$ cat config.mk
export PLATFORM = sky130hd
export DESIGN_NAME = fetch_unit
export DESIGN_NICKNAME = d
export VERILOG_FILES = /design/src/rtl/fetch_unit.sv
export SDC_FILE = /design/constraint.sdc
export NUM_CORES = 1
export LEC_CHECK = 0
export CORE_UTILIZATION = 42
export CTS_CLUSTER_SIZE = 25
export DETAILED_ROUTE_END_ITERATION = 10
export PLACE_DENSITY = 0.71
export SLEW_MARGIN = 30
export SYNTH_ARGS = -nofsm -noshare
export SYNTH_HDL_FRONTEND = slang
export SYNTH_SLANG_ARGS = --single-unit
export TNS_END_PERCENT = 20
$ cat constraint.sdc
create_clock -name clk -period 4.3 [get_ports clk]
set_input_delay 0.645 -clock clk [delete_from_list [all_inputs] [get_ports clk]]
set_output_delay 0.645 -clock clk [all_outputs]
set_load 0.02 [all_outputs]
$ cat src/rtl/fetch_unit.sv
// Fetch stage with credit-limited imem requests, response queue and IF/ID register.
// Redirects flush the queue and drop every response still in flight.
module fetch_unit #(
    parameter logic [31:0] RESET_PC  = 32'hBFC0_0000,
    parameter logic [31:0] NOP_INSTR = 32'h0000_0013,
    parameter int          QDEPTH    = 4
) (
    input  logic        clk,
    input  logic        rst,
    input  logic        StallF,
    input  logic        StallD,
    input  logic        FlushD,
    input  logic        PCSrcD,
    input  logic [31:0] PCBranchD,
    output logic        imem_req,
    output logic [31:0] imem_addr,
    input  logic        imem_ready,
    input  logic        imem_rvalid,
    input  logic [31:0] imem_rdata,
    output logic [31:0] InstrD,
    output logic [31:0] PCD,
    output logic [31:0] PCPlus4D,
    output logic        ValidD
);

    localparam int AW = (QDEPTH > 1) ? $clog2(QDEPTH) : 1;
    localparam int CW = $clog2(QDEPTH + 1);
    localparam logic [CW:0] DEPTH = (CW + 1)'(QDEPTH);

    logic [31:0]   pc_f;
    logic [CW-1:0] out_cnt;
    logic [CW-1:0] out_nxt;
    logic [CW-1:0] drop_cnt;
    logic [CW-1:0] q_cnt;
    logic [CW-1:0] q_nxt;
    logic [CW:0]   used;

    logic [AW-1:0] a_wp;
    logic [AW-1:0] a_rp;
    logic [AW-1:0] q_wp;
    logic [AW-1:0] q_rp;

    logic [31:0] a_mem   [QDEPTH];
    logic [31:0] q_pc    [QDEPTH];
    logic [31:0] q_instr [QDEPTH];

    logic        redirect;
    logic        accept;
    logic        dropping;
    logic        push;
    logic        pop;
    logic        q_empty;
    logic [31:0] branch_pc;

    assign branch_pc = PCBranchD & ~32'h3;
    assign redirect  = PCSrcD && !StallD;
    assign used      = {1'b0, out_cnt} + {1'b0, q_cnt};
    assign q_empty   = (q_cnt == '0);

    // Credit covers both in-flight and queued entries, so a response always fits.
    assign imem_req  = !rst && !StallF && !redirect && (used < DEPTH);
    assign imem_addr = pc_f;
    assign accept    = imem_req && imem_ready;

    assign dropping = (drop_cnt != '0);
    assign push     = imem_rvalid && !dropping && !redirect;
    assign pop      = !StallD && !FlushD && !PCSrcD && !q_empty;

    always_comb begin
        out_nxt = out_cnt;
        if (accept && !imem_rvalid) begin
            out_nxt = out_cnt + CW'(1);
        end else if (!accept && imem_rvalid) begin
            out_nxt = out_cnt - CW'(1);
        end
    end

    always_comb begin
        q_nxt = q_cnt;
        if (push && !pop) begin
            q_nxt = q_cnt + CW'(1);
        end else if (!push && pop) begin
            q_nxt = q_cnt - CW'(1);
        end
    end

    always_ff @(posedge clk) begin
        if (rst) begin
            pc_f     <= RESET_PC;
            out_cnt  <= '0;
            drop_cnt <= '0;
            a_wp     <= '0;
            a_rp     <= '0;
        end else begin
            if (redirect) begin
                pc_f <= branch_pc;
            end else if (accept) begin
                pc_f <= pc_f + 32'd4;
            end
            if (accept) begin
                a_wp <= a_wp + AW'(1);
            end
            if (imem_rvalid) begin
                a_rp <= a_rp + AW'(1);
            end
            out_cnt <= out_nxt;
            // Whatever remains in flight after a redirect edge is stale.
            if (redirect) begin
                drop_cnt <= out_nxt;
            end else if (imem_rvalid && dropping) begin
                drop_cnt <= drop_cnt - CW'(1);
            end
        end
    end

    always_ff @(posedge clk) begin
        if (rst) begin
            q_cnt <= '0;
            q_wp  <= '0;
            q_rp  <= '0;
        end else if (redirect) begin
            q_cnt <= '0;
            q_wp  <= '0;
            q_rp  <= '0;
        end else begin
            q_cnt <= q_nxt;
            if (push) begin
                q_wp <= q_wp + AW'(1);
            end
            if (pop) begin
                q_rp <= q_rp + AW'(1);
            end
        end
    end

    always_ff @(posedge clk) begin
        if (accept) begin
            a_mem[a_wp] <= pc_f;
        end
        if (push) begin
            q_pc[q_wp]    <= a_mem[a_rp];
            q_instr[q_wp] <= imem_rdata;
        end
    end

    always_ff @(posedge clk) begin
        if (rst) begin
            InstrD   <= NOP_INSTR;
            PCD      <= 32'd0;
            PCPlus4D <= 32'd4;
            ValidD   <= 1'b0;
        end else if (!StallD) begin
            if (FlushD || PCSrcD || q_empty) begin
                InstrD <= NOP_INSTR;
                ValidD <= 1'b0;
            end else begin
                InstrD   <= q_instr[q_rp];
                PCD      <= q_pc[q_rp];
                PCPlus4D <= q_pc[q_rp] + 32'd4;
                ValidD   <= 1'b1;
            end
        end
    end

endmodule

# --- Yosys cells after proc, flatten, opt, wreduce, memory -nomap -nowiden ---
# Memories as Yosys holds them, arrays and structs flattened. A register that Yosys moved wholly into a read port is not among the register bits.
# Index checks and enable logic that the tools add are counted.
word_totals:
  wordCells: 87
  ff_bits: 146
  mem_count: 3
  inputBits: 72
  out_inout_bits: 130
  mem_bits_rw: 384
mem_list:
  columns: ["memory", "words", "width", "read_ports", "rd_ports_with_merged_regs", "write_ports", "line_no", "source"]
  rows:
  - ["a_mem", 4, 32, 1, 1, 1, "43", "logic [31:0] a_mem [QDEPTH];"]
  - ["q_instr", 4, 32, 1, 1, 1, "45", "logic [31:0] q_instr [QDEPTH];"]
  - ["q_pc", 4, 32, 1, 1, 1, "44", "logic [31:0] q_pc [QDEPTH];"]
op_classes:
  n_addsub: 12
  reduce_logical: 36
  n_mux: 20
  n_lt_le_gt_ge: 1
  bitwise: 2
ops:
  columns: ["operator", "count"]
  rows:
  - ["$mux 32", 3]
  - ["$add 32x3->32 const B", 2]
  - ["$mux 3", 6]
  - ["$logic_and 1x1->1", 15]
  - ["$logic_not 1->1", 12]
  - ["$mux 2", 6]
  - ["$sub 3x1->3 const B", 3]
  - ["$add 2x1->2 const B", 4]
  - ["$add 3x1->3 const B", 2]
  - ["$reduce_bool 2->1", 3]
  - ["$mux 1", 5]
  - ["$add 3x3->4", 1]
  - ["$lt 4x3->1 const B", 1]
  - ["$logic_not 3->1", 1]
  - ["$reduce_bool 3->1", 1]
  - ["$logic_or 1x1->1", 2]
  - ["$not 1->1", 2]
  - ["$reduce_and 2->1", 1]
  - ["$reduce_or 2->1", 1]

# --- Longest topological paths before layout ---
# Gate-level depths: netlist of run 1.
depth:
  depth_word: 11
  mapped_depth: 11
  mapped_depth_nobuf: 11

# --- Worst setup path before layout of run 1 ---
# Ideal clock, no wire load.
synth_timing:
  path_type: "input to register"
  from: "input port imem_rvalid"
  to: "memory q_instr[0][0], enable pin"
  cell_stages: 4
  t_arrival_ps: 2856
  path_slack_ps: 1018
  setup_time_ps: 426
  path_cell_list: "clkbuf_1 > nand3_1 > nor2_1 > and2_1"
synth_between:
  elab_chain_len: 4
synth_lines:
  columns: ["item", "line_no", "source"]
  rows:
  - ["from (decl)", "18", "input logic imem_rvalid,"]
  - ["$logic_and 1x1->1 (2 in a row)", "66", "assign push = imem_rvalid && !dropping && !redirect;"]
  - ["via push", "50", "logic push;"]
  - ["$mux 1", "140", "if (push) begin"]
  - ["$mux 1 (not written as such)", "142", "q_instr[q_wp] <= imem_rdata;"]
  - ["to (decl)", "45", null]
# The timed path passes the listed nets, and every way through them passes these cells.

# --- Final worst setup path of run 1 ---
layout_timing:
  from: "register q_cnt[1]"
  to: "output port imem_req"
layout_between:
  elab_chain_len: 3
layout_lines:
  columns: ["item", "line_no", "source"]
  rows:
  - ["from (decl)", "34", "logic [CW-1:0] q_cnt;"]
  - ["from (signal assigned)", "126", "q_cnt <= q_nxt;"]
  - ["$add 3x3->4", "57", "assign used = {1'b0, out_cnt} + {1'b0, q_cnt};"]
  - ["$lt 4x3->1", "61", "assign imem_req = !rst && !StallF && !redirect && (used < DEPTH);"]
  - ["$logic_and 1x1->1", "61", null]
  - ["to (decl)", "15", "output logic imem_req,"]
# Every way passes these cells.

==> results of run 1 <==
## path summary, 6_finish.rpt
kind,endpoint,cells past startpoint,startpoint
min,PCPlus4D[3]$_SDFFE_PP0P_,2,PCPlus4D[3]$_SDFFE_PP0P_
max reg2reg,PCPlus4D[30]$_SDFFE_PP0P_,7,flop
min reg2reg,PCPlus4D[3]$_SDFFE_PP0P_,2,PCPlus4D[3]$_SDFFE_PP0P_
max,imem_req,4,q_cnt[1]$_SDFFE_PP0P_
## power breakdown
| group | switching (uW) | internal, uW |
|---|---|---|
| combinational | 602 | 455 |
| clock | 1920 | 2540 |
| sequential | 128 | 5540 |
| total | 2640 | 8530 |
## through the flow
step | power [uW] | utilization | worst slack [ns]
final | 11200 | 0.518 | 1.10
after global routing | 11600 | 0.518 | 0.986
after CTS | 11300 | 0.518 | 1.04
after detailed placement | 6840 | 0.481 | 1.01
after global placement | 6800 | 0.481 | 1.07
after floorplan | 6410 | - | 1.02
## layer usage
metal  wire length [um]  share of wire  global-route usage  vias up
li1                   -              -                   -     5201
met1              19300           0.46               0.251     5626
met2              19300           0.46               0.273      343
met3               2310          0.056              0.0308       57
met4                703          0.017              0.0491        0
met5                  0              0                   0        -
## synthesized netlist by cell type, types with 3 or more instances
| cell | instances | area share |
|---|---|---|
| nand4_1 | 12 | 0.0038 |
| nor4_1 | 5 | 0.0016 |
| o22ai_1 | 4 | 0.0013 |
| nor3_1 | 20 | 0.0051 |
| mux4_2 | 80 | 0.091 |
| buf_1 | 11 | 0.0021 |
| nand2_1 | 93 | 0.018 |
| o211ai_1 | 5 | 0.0019 |
| and2_1 | 10 | 0.0032 |
| a2111oi_0 | 4 | 0.0018 |
| edfxtp_1 | 368 | 0.56 |
| a22oi_1 | 29 | 0.011 |
| buf_4 | 9 | 0.0034 |
| nor2_1 | 107 | 0.020 |
| a211oi_1 | 39 | 0.015 |
| xor2_1 | 28 | 0.012 |
| or3_1 | 8 | 0.0025 |
| xnor2_1 | 29 | 0.013 |
| mux4_1 | 11 | 0.015 |
| and3_1 | 13 | 0.0041 |
| inv_1 | 18 | 0.0034 |
| mux2i_1 | 5 | 0.0025 |
| and4_1 | 7 | 0.0031 |
| clkbuf_1 | 43 | 0.0082 |
| ha_1 | 17 | 0.011 |
| a311oi_1 | 11 | 0.0049 |
| a21oi_1 | 38 | 0.0096 |
| nor4_4 | 3 | 0.0032 |
| o21ai_0 | 9 | 0.0023 |
| nand3_1 | 29 | 0.0073 |
| buf_2 | 9 | 0.0023 |
| dfxtp_1 | 144 | 0.15 |
## cells by family after synthesis
kind of cell,after synthesis,share of synthesized area
DFF,512,0.704
and+or+nand+nor,319,0.0786
AOI/OAI and AO/OA,145,0.0504
muxes,97,0.109
buffers and inverters,93,0.0215
xor gates and xnor gates,57,0.0252
adders and majority gates,18,0.0118
other,1,0.000189
## registers in the layout, summed over array words and instances (netlist names), 3 cells and up, named ones only
register   flops
q_instr      128
a_mem        120
q_pc         120
InstrD        32
PCD           30
PCPlus4D      30
imem_addr     30
drop_cnt       3
out_cnt        3
q_cnt          3
## cell type report
| cell class | count | area share |
|---|---|---|
| Multi-Input combinational cell | 642 | 0.227 |
| Sequential cell | 512 | 0.578 |
| Clock buffer | 62 | 0.0563 |
| Clock inverter | 35 | 0.0147 |
| Timing Repair Buffer | 217 | 0.0900 |
| Tap cell | 607 | 0.0315 |
| Inverter | 18 | 0.00280 |
## worst max-delay path, stage by stage, from the launching register on
cell and delay, ns:
dfxtp_1 0.37, ha_1 0.19, or4_1 0.57, nor4_4 0.18, clkdlybuf4s50_1 0.67
==> key figures, run 1 <==
STA
  • Final setup viols: 0
  • Clock Skew: 0.0179 ns
  • TNS Setup: 0 ns
  • Tmin final: 3.20 ns
  • RSZ-0062 raised after global routing: false
  • Final Hold Vio Count: 0
  • Pins Over Slew Limit: 0
  • Least-Margin Pin Slew: 0.746 ns
  • Achievable frequency: 312 MHz
  • Slew headroom: 0.503
  • Period utilisation layout: 0.744
  • Fin Hold WS: 0.455 ns

CTS
  • Root Driver: clkbuf_16
  • CTS tree: done
  • CTS HTree Levels: 2
  • Worst-Skew Late Latency: 0.58 ns
  • CTS Buffer Depth: 3
  • Hold Buf Count CTS: 0
  • CTS Buf Count: 52
  • Reg clk slew, reported paths: 0.06 ns
  • Post-CTS setup buffers: 0
  • Sink Count: 512
  • Post_cts resized: 0

Floorplan
  • Die Wd: 219 um
  • Num ports: 202
  • Die H: 219 um
  • Core area: 46600 um^2
  • Die ar.: 48000 um^2
  • Initial core utilization: 0.425
  • Cell row count: 79

Run status
  • Status: completed

Layout
  • Multi-input gate area: 5470 um^2
  • Final #Nets: 1533
  • Post-route cell area: 24100 um^2
  • P&R area growth vs syn: 21.8%
  • Ratio of cells with drive above 1 in the final layout: 0.145
  • Seq. cell area: 13900 um^2
  • Final non-filler cell total: 2093
  • # diodes: 0
  • Most common cell after layout, fill and taps aside: edfxtp_1
  • Fill cells: 3731
  • Most frequent cells in the layout: edfxtp_1, clkdlybuf4s50_1, dfxtp_1, nor2_1, nand2_1

Synthesis
  • Instance count of the mapped netlist: 1242
  • Synth cell types: 50
  • Sequential area share after synthesis: 0.704
  • EDFF count, synth: 368
  • Seq cells post-synth: 512
  • Async SR Flop Fraction: 0
  • Syn_area_per_cell: 15.9 um^2
  • Netlist Area Pre-Place: 19800 um^2
  • Most common flop cell mapped by yosys: edfxtp_1
  • YS warnings: 0

Drt
  • Post-Route WL: 41600 um
  • Residual DRC: 0
  • DR iter-0 viols: 925
  • Antenna-violating nets left: 0
  • WL/cell: 19.9 um
  • First drt pass iteration count: 5
  • Post-DR vias/cell: 5.36
  • DR vias: 11227

Flow run
  • MaxCap Viol Count: 0

Global routing
  • GRT overflow: 0
  • Number of global-route vias before repair: 11091
  • Largest net degree at the start of global routing: 116
  • First-pass GRT wire length: 64000 um
  • Initial antenna violation count: 0
  • Overall routing resource usage: 0.175

Setup path
  • Crit-path max FO: 4
  • Flop2flop setup slack: 1.47 ns
  • CP endpoint kind: primary output
  • Worst EP required: 3.65 ns
  • Setup CP Type: reg2out
  • Worst setup SP type: flop
  • Worst EP arrival: 2.56 ns

Placed design
  • Placed cell count: 1996
  • # port buffers: 193
  • Routability cong.: 0.795
  • HPWL Detailed: 26000 um
  • Placed Instance Area: 22400 um^2

Power and ir drop
  • PD cells: 463 nW/um^2
  • Worst vdd ir: 0.284 mV
  • Leak: 0.00762 uW

Min path
  • Hold WC Path Type: reg2reg
Note: power is estimated with default switching activity, not from simulation.
==> inputs of run 2 (changes only) <==
- PLACE_DENSITY: 0.71 -> 0.73
- clock period: 4.3 -> 2.65 ns (I/O delays scaled with it)
==> key figures, run 2 (synthesized netlist as in run 1, its figures left out) <==
Power and ir drop
  • Pint: 14400 uW
  • Clock Power Share: 0.409
  • NetSw: 4260 uW
  • Worst vdd ir: 0.518 mV
  • PD cells: 752 nW/um^2
  • Sw Share: 0.228
  • Leak: 0.00798 uW
  • Reg power frac: 0.492
  • Logic pwr share: 0.100

Setup path
  • Worst setup SP type: flop
  • Setup CP Type: reg2reg
  • Worst EP required: 3.10 ns
  • Crit-path max FO: 6
  • CP endpoint kind: flop
  • Worst EP arrival: 3.01 ns

CTS
  • CTS tree: done
  • Root Driver: clkbuf_16
  • Hold Buf Count CTS: 0
  • Reg clk slew, reported paths: 0.06 ns
  • CTS Buf Count: 51
  • CTS Buffer Depth: 3
  • CTS HTree Levels: 2
  • Sink Count: 512
  • Worst-Skew Late Latency: 0.60 ns

Flow run
  • MaxCap Viol Count: 0

STA
  • RSZ-0062 raised after global routing: true
  • Final setup viols: 0
  • Pins Over Slew Limit: 0
  • Period utilisation layout: 0.966
  • Final Hold Vio Count: 0
  • Slew headroom: 0.608
  • Achievable frequency: 391 MHz
  • Clock Skew: 0.0231 ns
  • Least-Margin Pin Slew: 0.587 ns
  • Tmin final: 2.56 ns
  • Final worst setup slack: 0.0897 ns

Layout
  • Multi-input gate area: 5520 um^2
  • # diodes: 0
  • Post-route cell area: 24800 um^2
  • Most common cell after layout, fill and taps aside: edfxtp_1
  • Biggest regs: q_instr x128, a_mem x120, q_pc x120
  • Biggest register: q_instr
  • Ratio of cells with drive above 1 in the final layout: 0.173
  • Fill cells: 3708
  • Final #Nets: 1578
  • Most frequent cells in the layout: edfxtp_1, clkdlybuf4s50_1, dfxtp_1, nor2_1, nand2_1
  • P&R area growth vs syn: 25.3%
  • Seq. cell area: 13900 um^2
  • Final core utilization: 0.533
  • Max reg flops: 128

Floorplan
  • Num ports: 202
  • Initial core utilization: 0.425
  • Die H: 219 um
  • Die ar.: 48000 um^2
  • Cell row count: 79
  • Core area: 46600 um^2
  • Die Wd: 219 um

Drt
  • First drt pass iteration count: 7
  • WL/cell: 20.1 um
  • Antenna-violating nets left: 0
  • DR iter-0 viols: 864
  • Post-Route WL: 43000 um
  • Residual DRC: 0
  • Post-DR vias/cell: 5.36
  • DR vias: 11449

Min path
  • Hold WC Path Type: in2reg

Global routing
  • Number of global-route vias before repair: 11363
  • Initial antenna violation count: 0
  • GRT overflow: 0
  • Largest net degree at the start of global routing: 102
  • Overall routing resource usage: 0.178
  • First-pass GRT wire length: 65200 um

Placed design
  • DP Worst Slack: -0.148 ns
  • # port buffers: 193
  • Routability cong.: 0.820
  • HPWL Detailed: 27300 um
  • Placed Instance Area: 22900 um^2

Run status
  • Status: completed
[run 2: final cells by class]
class,instances,share of cell area
multi-input combinational,642,0.222
clock buffer,67,0.0571
inverter,18,0.00272
sequential,512,0.562
tap,607,0.0306
timing repair buffer,263,0.109
clock inverter,29,0.0161
[run 2: power groups by stage]
stage	logic (uW)	clock network, uW	registers, uW
floorplan	993	0	9400
finish	1860	7620	9170
CTS	1880	7770	9170
global route	2020	8080	9200
global placement	1830	0	9310
detailed placement	1860	0	9340
[run 2: repair_timing]
item	in CTS	in global routing
setup endpoints to repair	1	5
resized for setup	6	8
buffers inserted	1	0
[run 2: final timing paths]
kind                         startpoint                         end  slack [ns]  cells after the start
setup / recovery  out_cnt[1]$_SDFF_PP0_  imem_addr[29]$_SDFFE_PP1P_        0.09                     10
hold / removal                      rst        a_wp[1]$_SDFFE_PP0P_        0.32                      3
setup reg to reg  out_cnt[1]$_SDFF_PP0_  imem_addr[29]$_SDFFE_PP1P_        0.09                     10
hold reg to reg    PCD[20]$_SDFFE_PP0P_        PCD[20]$_SDFFE_PP0P_        0.45                      2
[run 2: critical path, cell delays in order (launching register included)]
cell and delay, ns:
dfxtp_1 0.34, ha_1 0.22, or4_4 0.54, nor4_4 0.16, buf_6 0.13, buf_4 0.15
nand4_2 0.18, buf_4 0.23, nor3_2 0.23, xnor2_1 0.15, a21oi_1 0.09
[run 2: routing by layer]
layer / global-route usage / wire (um) / vias up
li1: - / - / 5270
met1: 0.251 / 19200 / 5731
met2: 0.283 / 20500 / 380
met3: 0.0317 / 2380 / 68
met4: 0.0507 / 890 / 0
met5: 0 / 0 / -
[run 2: metrics by stage]
| step | TNS, ns | instances | total power, uW | hold slack, ns |
|---|---|---|---|---|
| CTS | 0 | 2138 | 18800 | 0.317 |
| global route | -0.0283 | 2138 | 19300 | 0.342 |
| finish | 0 | 2138 | 18700 | 0.324 |
| global placement | -1.76 | 2041 | 11100 | 0.447 |
| detailed placement | -2.37 | 2041 | 11200 | 0.447 |
| floorplan | -61.65 | 1247 | 10400 | 0.485 |
==> inputs of run 3 (changes only) <==
- HOLD_SLACK_MARGIN: not set -> 0.15
==> results of run 3 <==
No change in the layout: final DEF, timing and power equal those of run 2.
